`src/rtl/uart_pkg.sv`:
```
// Shared types and constants for the UART receive path.
// Optional feature macro: UART_RX_PARITY_EN (8E1 framing with a PARITY state).
package uart_pkg;

  localparam int UART_DATA_BITS            = 8;
  localparam int UART_DEFAULT_CLKS_PER_BIT = 434;

  typedef enum logic [2:0] {
    ST_IDLE,
    ST_START,
    ST_DATA,
`ifdef UART_RX_PARITY_EN
    ST_PARITY,
`endif
    ST_STOP
  } rx_state_e;

endpackage

```
`src/rtl/uart_rx_fifo.sv`:
```
// Show-ahead synchronous FIFO for received bytes. Owns the pointers, the
// occupancy count, the full/empty flags and the overrun pulse.
module uart_rx_fifo #(
  parameter int DEPTH_LOG2 = 4,
  parameter int DATA_W     = 8
) (
  input  logic                  clk,
  input  logic                  rst_n,
  input  logic                  push,
  input  logic [DATA_W-1:0]     push_data,
  input  logic                  pop,
  output logic                  empty,
  output logic [DATA_W-1:0]     head,
  output logic [DEPTH_LOG2:0]   count,
  output logic                  overrun
);

  localparam int DEPTH = 1 << DEPTH_LOG2;
  localparam logic [DEPTH_LOG2:0] PTR_ONE = 1;

  logic [DEPTH_LOG2:0] wptr_q, wptr_d;
  logic [DEPTH_LOG2:0] rptr_q, rptr_d;
  logic [DATA_W-1:0]   mem_q [DEPTH];
  logic [DATA_W-1:0]   mem_d [DEPTH];
  logic                overrun_q, overrun_d;
  logic                full;
  logic                pop_ok;
  logic                push_ok;

  // Extra wrap bit on each pointer distinguishes full from empty.
  assign empty   = (wptr_q == rptr_q);
  assign full    = (wptr_q[DEPTH_LOG2-1:0] == rptr_q[DEPTH_LOG2-1:0]) &&
                   (wptr_q[DEPTH_LOG2] != rptr_q[DEPTH_LOG2]);
  assign count   = wptr_q - rptr_q;
  assign head    = empty ? '0 : mem_q[rptr_q[DEPTH_LOG2-1:0]];
  assign overrun = overrun_q;

  // A pop frees the slot a same-cycle push lands in, so push is allowed when full if popping.
  assign pop_ok  = pop & ~empty;
  assign push_ok = push & (~full | pop_ok);

  // Next-state for pointers, storage and the overrun pulse.
  always_comb begin
    wptr_d    = wptr_q;
    rptr_d    = rptr_q;
    mem_d     = mem_q;
    overrun_d = push & full & ~pop_ok;
    if (pop_ok) begin
      rptr_d = rptr_q + PTR_ONE;
    end
    if (push_ok) begin
      mem_d[wptr_q[DEPTH_LOG2-1:0]] = push_data;
      wptr_d = wptr_q + PTR_ONE;
    end
  end

  // Control state: pointers and pulse are reset; the byte storage is not.
  always_ff @(posedge clk) begin
    if (!rst_n) begin
      wptr_q    <= '0;
      rptr_q    <= '0;
      overrun_q <= 1'b0;
    end else begin
      wptr_q    <= wptr_d;
      rptr_q    <= rptr_d;
      overrun_q <= overrun_d;
    end
  end

  // Byte storage; contents are only observable through valid pointers.
  always_ff @(posedge clk) begin
    mem_q <= mem_d;
  end

endmodule

```
`src/rtl/uart_rx_buf.sv`:
```
// UART receiver with byte FIFO: 2-flop synchronizer, frame FSM, shift register
// and a show-ahead FIFO exposing the uart_empty / uart_in / uart_rdreq pop port.
// Optional feature macro: UART_RX_PARITY_EN (8E1 with even parity check; else 8N1).
module uart_rx_buf
  import uart_pkg::*;
#(
  parameter int CLKS_PER_BIT = UART_DEFAULT_CLKS_PER_BIT,
  parameter int DEPTH_LOG2   = 4
) (
  input  logic                  clk,
  input  logic                  rst_n,
  input  logic                  rx,
  input  logic                  uart_rdreq,
  output logic                  uart_empty,
  output logic [7:0]            uart_in,
  output logic [DEPTH_LOG2:0]   rx_count,
  output logic                  overrun,
  output logic                  frame_err,
  output logic                  parity_err
);

  localparam int BAUD_W = (CLKS_PER_BIT > 1) ? $clog2(CLKS_PER_BIT) : 1;
  localparam logic [BAUD_W-1:0] BAUD_FULL = BAUD_W'(CLKS_PER_BIT - 1);
  localparam logic [BAUD_W-1:0] BAUD_HALF = BAUD_W'(CLKS_PER_BIT / 2 - 1);
  localparam logic [BAUD_W-1:0] BAUD_ONE  = 1;
  localparam logic [2:0]        LAST_BIT  = 3'(UART_DATA_BITS - 1);

  logic                      sync1_q, sync2_q, rx_prev_q;
  logic                      rx_s;
  rx_state_e                 state_q, state_d;
  logic [BAUD_W-1:0]         baud_q, baud_d;
  logic [2:0]                bit_cnt_q, bit_cnt_d;
  logic [UART_DATA_BITS-1:0] shreg_q, shreg_d;
  logic                      frame_err_q, frame_err_d;
  logic                      tick;
  logic                      push;
`ifdef UART_RX_PARITY_EN
  logic                      parity_bad_q, parity_bad_d;
  logic                      parity_err_q, parity_err_d;
`endif

  assign rx_s = sync2_q;
  assign tick = (baud_q == '0);

  // Two-flop synchronizer plus one delayed copy for falling-edge detection; idle-high reset.
  always_ff @(posedge clk) begin
    if (!rst_n) begin
      sync1_q   <= 1'b1;
      sync2_q   <= 1'b1;
      rx_prev_q <= 1'b1;
    end else begin
      sync1_q   <= rx;
      sync2_q   <= sync1_q;
      rx_prev_q <= sync2_q;
    end
  end

  // Frame FSM: every sample is taken when the baud counter reaches zero (mid-bit).
  always_comb begin
    state_d     = state_q;
    baud_d      = tick ? baud_q : baud_q - BAUD_ONE;
    bit_cnt_d   = bit_cnt_q;
    shreg_d     = shreg_q;
    frame_err_d = 1'b0;
    push        = 1'b0;
`ifdef UART_RX_PARITY_EN
    parity_bad_d = parity_bad_q;
    parity_err_d = 1'b0;
`endif
    case (state_q)
      ST_IDLE: begin
        if (rx_prev_q && !rx_s) begin
          state_d = ST_START;
          baud_d  = BAUD_HALF;
        end
      end
      ST_START: begin
        if (tick) begin
          if (!rx_s) begin
            state_d   = ST_DATA;
            baud_d    = BAUD_FULL;
            bit_cnt_d = '0;
          end else begin
            // Line was high at mid-start-bit: treat as a glitch.
            state_d = ST_IDLE;
          end
        end
      end
      ST_DATA: begin
        if (tick) begin
          shreg_d   = {rx_s, shreg_q[UART_DATA_BITS-1:1]};
          baud_d    = BAUD_FULL;
          bit_cnt_d = bit_cnt_q + 3'd1;
          if (bit_cnt_q == LAST_BIT) begin
`ifdef UART_RX_PARITY_EN
            state_d = ST_PARITY;
`else
            state_d = ST_STOP;
`endif
          end
        end
      end
`ifdef UART_RX_PARITY_EN
      ST_PARITY: begin
        if (tick) begin
          // Even parity: parity bit equals XOR of the data bits.
          parity_bad_d = rx_s ^ (^shreg_q);
          baud_d       = BAUD_FULL;
          state_d      = ST_STOP;
        end
      end
`endif
      ST_STOP: begin
        if (tick) begin
          // Return to IDLE mid-stop-bit so a back-to-back start edge is not missed.
          state_d = ST_IDLE;
          if (!rx_s) begin
            frame_err_d = 1'b1;
          end
`ifdef UART_RX_PARITY_EN
          else if (parity_bad_q) begin
            parity_err_d = 1'b1;
          end
`endif
          else begin
            push = 1'b1;
          end
        end
      end
      default: begin
        state_d = ST_IDLE;
      end
    endcase
  end

  // FSM control registers and error pulses.
  always_ff @(posedge clk) begin
    if (!rst_n) begin
      state_q      <= ST_IDLE;
      baud_q       <= '0;
      bit_cnt_q    <= '0;
      frame_err_q  <= 1'b0;
`ifdef UART_RX_PARITY_EN
      parity_bad_q <= 1'b0;
      parity_err_q <= 1'b0;
`endif
    end else begin
      state_q      <= state_d;
      baud_q       <= baud_d;
      bit_cnt_q    <= bit_cnt_d;
      frame_err_q  <= frame_err_d;
`ifdef UART_RX_PARITY_EN
      parity_bad_q <= parity_bad_d;
      parity_err_q <= parity_err_d;
`endif
    end
  end

  // Data shift register; never observed outside a completed frame, so not reset.
  always_ff @(posedge clk) begin
    shreg_q <= shreg_d;
  end

  assign frame_err = frame_err_q;
`ifdef UART_RX_PARITY_EN
  assign parity_err = parity_err_q;
`else
  assign parity_err = 1'b0;
`endif

  uart_rx_fifo #(
    .DEPTH_LOG2 (DEPTH_LOG2),
    .DATA_W     (UART_DATA_BITS)
  ) u_fifo (
    .clk       (clk),
    .rst_n     (rst_n),
    .push      (push),
    .push_data (shreg_q),
    .pop       (uart_rdreq),
    .empty     (uart_empty),
    .head      (uart_in),
    .count     (rx_count),
    .overrun   (overrun)
  );

endmodule
```
`config.mk`:
```
export PLATFORM = sky130hd
export DESIGN_NAME = uart_rx_buf
export DESIGN_NICKNAME = d
export VERILOG_FILES = /design/src/rtl/uart_pkg.sv /design/src/rtl/uart_rx_fifo.sv /design/src/rtl/uart_rx_buf.sv
export SDC_FILE = /design/constraint.sdc
export NUM_CORES = 1
export LEC_CHECK = 0
export BUFFER_PORTS_ARGS = -buffer_cell sky130_fd_sc_hd__buf_2
export CORE_ASPECT_RATIO = 1.4
export CORE_MARGIN = 2
export CORE_UTILIZATION = 60
export DETAILED_ROUTE_END_ITERATION = 7
export GPL_TIMING_DRIVEN = 0
export PLACE_DENSITY = 0.86
export SKIP_CTS_REPAIR_TIMING = 1
export SLEW_MARGIN = 20
export SYNTH_ARGS = -nofsm -noshare
export SYNTH_HDL_FRONTEND = slang
export SYNTH_SLANG_ARGS = --single-unit
export TNS_END_PERCENT = 5
```
`constraint.sdc`:
```
create_clock -name clk -period 7.3 [get_ports clk]
set_clock_uncertainty 0.05 [all_clocks]
set_input_delay 1.095 -clock clk [delete_from_list [all_inputs] [get_ports clk]]
set_output_delay 1.095 -clock clk [all_outputs]
set_load 0.05 [all_outputs]
```
Yosys cells after proc, flatten, opt, wreduce, memory -nomap -nowiden
Cells that the tools add are included.
{"block": "totals", "register_bits": 166, "inputBits": 4, "wordCells": 97}
{"block": "op_classes", "n_addsub": 5, "magnitude_cmp": 3, "n_eq_ne": 13, "muxes": 28, "n_bitwise": 10, "reduce_logical": 11}
{"operator": "128-bit bitwise mux", "count": 1}
{"operator": "9-bit two-way mux", "count": 5}
{"operator": "8-bit binary-select mux with 4-bit select", "count": 1}
{"operator": "8-bit demux with 4-bit select", "count": 1}
{"operator": "8-bit two-way mux", "count": 4}
{"operator": "9-bit case mux with 3 select lines", "count": 1}
{"operator": "3-bit two-way mux", "count": 8}
{"operator": "2-bit != test, second input constant", "count": 6}
{"operator": "3-bit case mux with 4 select lines", "count": 1}
{"operator": "5-bit by 1-bit adder with 5-bit output, second input constant", "count": 2}
{"operator": "5-bit greater-or-equal comparator, second input constant", "count": 2}
{"operator": "4-bit NOT with 5-bit output", "count": 2}
{"operator": "9-bit logical NOT", "count": 1}
{"operator": "9-bit by 1-bit subtractor with 9-bit output, second input constant", "count": 1}
{"operator": "3-bit by 2-bit == test with 1-bit output, second input constant", "count": 2}
{"operator": "3-bit case mux with 2 select lines", "count": 1}
{"operator": "5-bit == test", "count": 1}
{"operator": "5-bit by 1-bit less-than comparator with 1-bit output, second input constant", "count": 1}
{"operator": "5-bit AND reduction", "count": 1}
{"operator": "5-bit subtractor", "count": 1}
{"operator": "1-bit AND", "count": 4}
{"operator": "4-bit == test", "count": 1}
{"operator": "1-bit two-way mux", "count": 4}
{"operator": "4-bit AND reduction", "count": 1}
{"operator": "other kinds (13)", "count": 17}

Logic depth before layout (Yosys ltp)
{"block": "logic_depth", "depth_word": 6, "depth_mapped": 11}

By module
Synthesis repeated with hierarchy kept, for this count alone.
{"block": "hier_totals", "hier_cells": 426, "area_unflattened_um2": 6966.7}
{"module": "uart_rx_fifo", "n_inst": 1, "cells_per_inst": 305, "area_per_inst_um2": 5750.5}
{"module": "uart_rx_buf", "n_inst": 1, "cells_per_inst": 121, "area_per_inst_um2": 1216.2}

Worst setup path after synthesis
Ideal clock, no wire load.
{"block": "synth_timing", "path_type": "flip-flop to output port", "start": "reg u_fifo.rptr_q[1]", "end": "out uart_in[0]", "arrival_time_ns": 3.354, "t_required_ns": 6.155, "setup_slack_ns": 2.801, "stages_incl_launch_ff": 10, "n_path_buf": 4, "path_cell_list": "dfxtp_1 > buf_2 > buf_2 > buf_2 > inv_1 > ha_1 > nand4_1 > nor2_1 > clkbuf_1 > a211oi_1"}
{"item": "start, declared", "line_no": "uart_rx_fifo.sv:22", "source": "logic [DEPTH_LOG2:0] rptr_q, rptr_d;"}
{"item": "start signal, assigned", "line_no": "uart_rx_fifo.sv:65", "source": "rptr_q <= rptr_d;"}
{"item": "5-bit == test", "line_no": "uart_rx_fifo.sv:31", "source": "assign empty = (wptr_q == rptr_q);"}
{"item": "named net uart_empty", "line_no": "uart_rx_buf.sv:14", "source": "output logic uart_empty,"}
{"item": "8-bit two-way mux", "line_no": "uart_rx_fifo.sv:35", "source": "assign head = empty ? '0 : mem_q[rptr_q[DEPTH_LOG2-1:0]];"}
{"item": "end, declared", "line_no": "uart_rx_buf.sv:15", "source": "output logic [7:0] uart_in,"}
The timed path passes the listed nets, and every way through them passes these cells. The select of a mux whose other input is x is not followed.

Final worst setup path
{"block": "layout_timing", "start": "reg u_fifo.rptr_q[2]", "end": "out uart_in[2]"}
{"block": "layout_between", "elab_chain_len": 5}
{"item": "4-bit NOT with 5-bit output (implied by the code)", "line_no": "uart_rx_fifo.sv:35"}
{"item": "8-bit binary-select mux with 4-bit select", "line_no": "uart_rx_fifo.sv:35"}
{"item": "8-bit two-way mux (implied by the code) (2 in series)", "line_no": "uart_rx_fifo.sv:35"}
{"item": "8-bit two-way mux *", "line_no": "uart_rx_fifo.sv:35"}
Every way passes the cells marked *; elsewhere a longest branch is shown, timed or not. The select of a mux whose other input is x is not followed.

==> run metrics <==
first-pass GRT wire length=23290 µm; Netlist Area Pre-Place=6913 µm²; Period Utilization, post-route=64.50%; largest net degree at the start of global routing=18; I/O Buffers=18; All-Layer GR Usage=26.14%; row count=46; Bufs on Longest Clock Path=2; Pwr per Cell Area=275.4 nW/µm²; Mapped Avg Cell Area=15.97 µm²; area of the multi-input gates=2116 µm²; Hold Fails Final Rpt=0; post-route ant nets=0; sequential cell fraction of total power=49.3%; # IOs=21; clock network power share=39.7%; max-capacitance violation count=0; post-synthesis sequential area ratio=67.48%; CP peak stage delay=0.51 ns; Layout Utilization=69.00%; Nets=489; initial antenna violation count=0; area leader, netlist=edfxtp_1; Syn Inst Count=433; syn_nets=451; die width=94.72 µm; slowest stage cell, crit path=clkbuf_1; Slew HR=26.99%; starting density of the core=61.28%; Most used DFF post-synth=edfxtp_1; vias in the first global route=4175; Final setup viols=0; CTS tree=yes; worst-path maximum fanout=10; area share of the largest cell type after synthesis=59.08%; crit path kind=reg -> out; f_max=212.4 MHz; R2R Setup Slk=3.31 ns; Buf/Inv on CP=5; post-detail-place hpwl=9547 µm; H-tree depth=4; CTS Sinks=165; FILL cells=718; Int Power=1.626 mW; Ys Warns=0; commonest non-fill, non-tap cell in the layout=edfxtp_1; Die Y=131.0 µm; Post-synth EDFFs=136; Iteration-0 DRC Markers=457; #FFs+latches synth=165; total gr overflow=0; drt pass-1 iters=6; Area contributors post-synth=edfxtp_1 59%, mux4_2 10%, dfxtp_1 8.4%; Via Count=4175; Netlist cell types=51; Via-to-Cell Ratio=6.648; Stages on worst setup path=9; RD Place Congestion=0.8705; TritonCTS Buffers=17; Peak VDD IR=0.2121 mV; Req. time, crit path=6.15 ns; crit start category=flop; HP Class=reg -> reg; worst hold path depth=1; Static Leak=2.632 nW; Root Buffer=clkbuf_16; final WL=15170 µm; layout cells sized above 1=21.28%; most frequent cells in the layout=136 x edfxtp_1, 32 x mux4_2, 29 x dfxtp_1; Seq. cell area=4664 µm²; core area=11280 µm²; switching part of the total=24.14%; worst slew pin tran=1.080 ns; WL/cell=24.15 µm; R2R depth=8; crit path DAT=3.56 ns; drt drc=0; cell chain of the critical path=clkbuf_1 > buf_2 > inv_2 > ha_1 > nand4_1 > nor2_1 > clkbuf_1 > a211oi_1 > buf_2; Die ar.=12410 µm²; status=complete, no violations; number of diodes=0; area grow syn2layout=12.60%; crit path time final=4.708 ns; Clk Latency, worst-skew pair=0.41 ns; combinational power share=11.1%; CTS clk-pin slew, worst paths=0.06 ns; Total Neg Setup Slack=0 ns; Net Switching=517.4 µW; Async SR Flop Fraction=0%; Slew Limit Fails=0; critical path's top delay family=buffers and inverters; unrepaired setup endpoints after global routing=no; Crit. End Element=output port
-- routing by layer --
layer  track usage (%)  vias up  part of all wire (%)
met1             31.79     2075                    36
met5                 0        -                     0
li1                  -     1784                     -
met3             5.849       56                   7.8
met4             12.53        0                   4.1
met2             44.39      260                    52
-- worst paths after layout --
| check | from | to |
|---|---|---|
| setup reg to reg | u_fifo.rptr_q[2] | u_fifo.mem_q[32] |
| setup / recovery | u_fifo.rptr_q[2] | uart_in[2] |
| hold / removal | sync1_q | rx_s |
| hold reg to reg | sync1_q | rx_s |
-- Yosys cell counts (all sizes together) (10+ instances only) --
library cell,n
edfxtp,136
nand2,12
a21oi,13
clkbuf,14
dfxtp,29
a211oi,18
nor3,10
ha,13
mux4,32
nor2,28
nor2b,10
mux2i,10
buf,10
inv,15
-- through the flow --
stage	power, mW	worst slack (ns)	instances	instance area (µm²)	hold slack (ns)
floorplan	1.252	2.801	433	6913	0.3363
detailed placement	1.305	3.173	596	7209	0.3581
CTS	2.140	2.618	628	7777	0.3764
global placement	1.289	3.211	595	7183	0.3444
finish	2.143	2.592	628	7784	0.3723
global route	2.208	2.405	628	7784	0.4036
-- worst reg2reg max path, cell delays in order (launching register included) --
cell and delay [ns]:
dfxtp_1 0.32, clkbuf_1 0.51, buf_2 0.40, inv_2 0.22, ha_1 0.40, nand4_1 0.21
nor3_1 0.21, or4_4 0.63, nor2_1 0.66
-- power by group through the flow --
stage	sequential (mW)	clock, mW	combinational, mW
after floorplan	1.07	0	0.186
after global placement	1.07	0	0.218
after detailed placement	1.07	0	0.232
after CTS	1.05	0.854	0.232
after global routing	1.06	0.887	0.264
final	1.06	0.850	0.237
-- cells by family after synthesis --
logic type               share of synthesized area, %
AO/OA/AOI/OAI                                   6.118
XOR/XNOR                                        1.140
adder cells (fa/ha/maj)                         2.643
buffers and inverters                           2.317
flip-flops                                      67.48
multiplexers                                    11.87
other                                         0.05425
AND/OR/NAND/NOR                                 8.380
-- layout make-up --
class	instances	area share (%)
Sequential cell	165	59.93
Buffer	24	1.334
Inverter	15	0.7234
Timing Repair Buffer	19	1.222
Multi-Input combinational cell	229	27.18
Tap cell	144	2.315
Clock buffer	20	5.610
Clock inverter	12	1.688
-- registers in the layout, indices dropped and copies added (netlist names) --
name / cells
u_fifo.rptr_q: 5
shreg_q: 8
u_fifo.wptr_q: 5
frame_err: 1
u_fifo.overrun: 1
rx_prev_q: 1
state_q: 2
sync1_q: 1
rx_s: 1
baud_q: 9
u_fifo.mem_q: 128
bit_cnt_q: 3
Power figures use the tool's default switching activity.
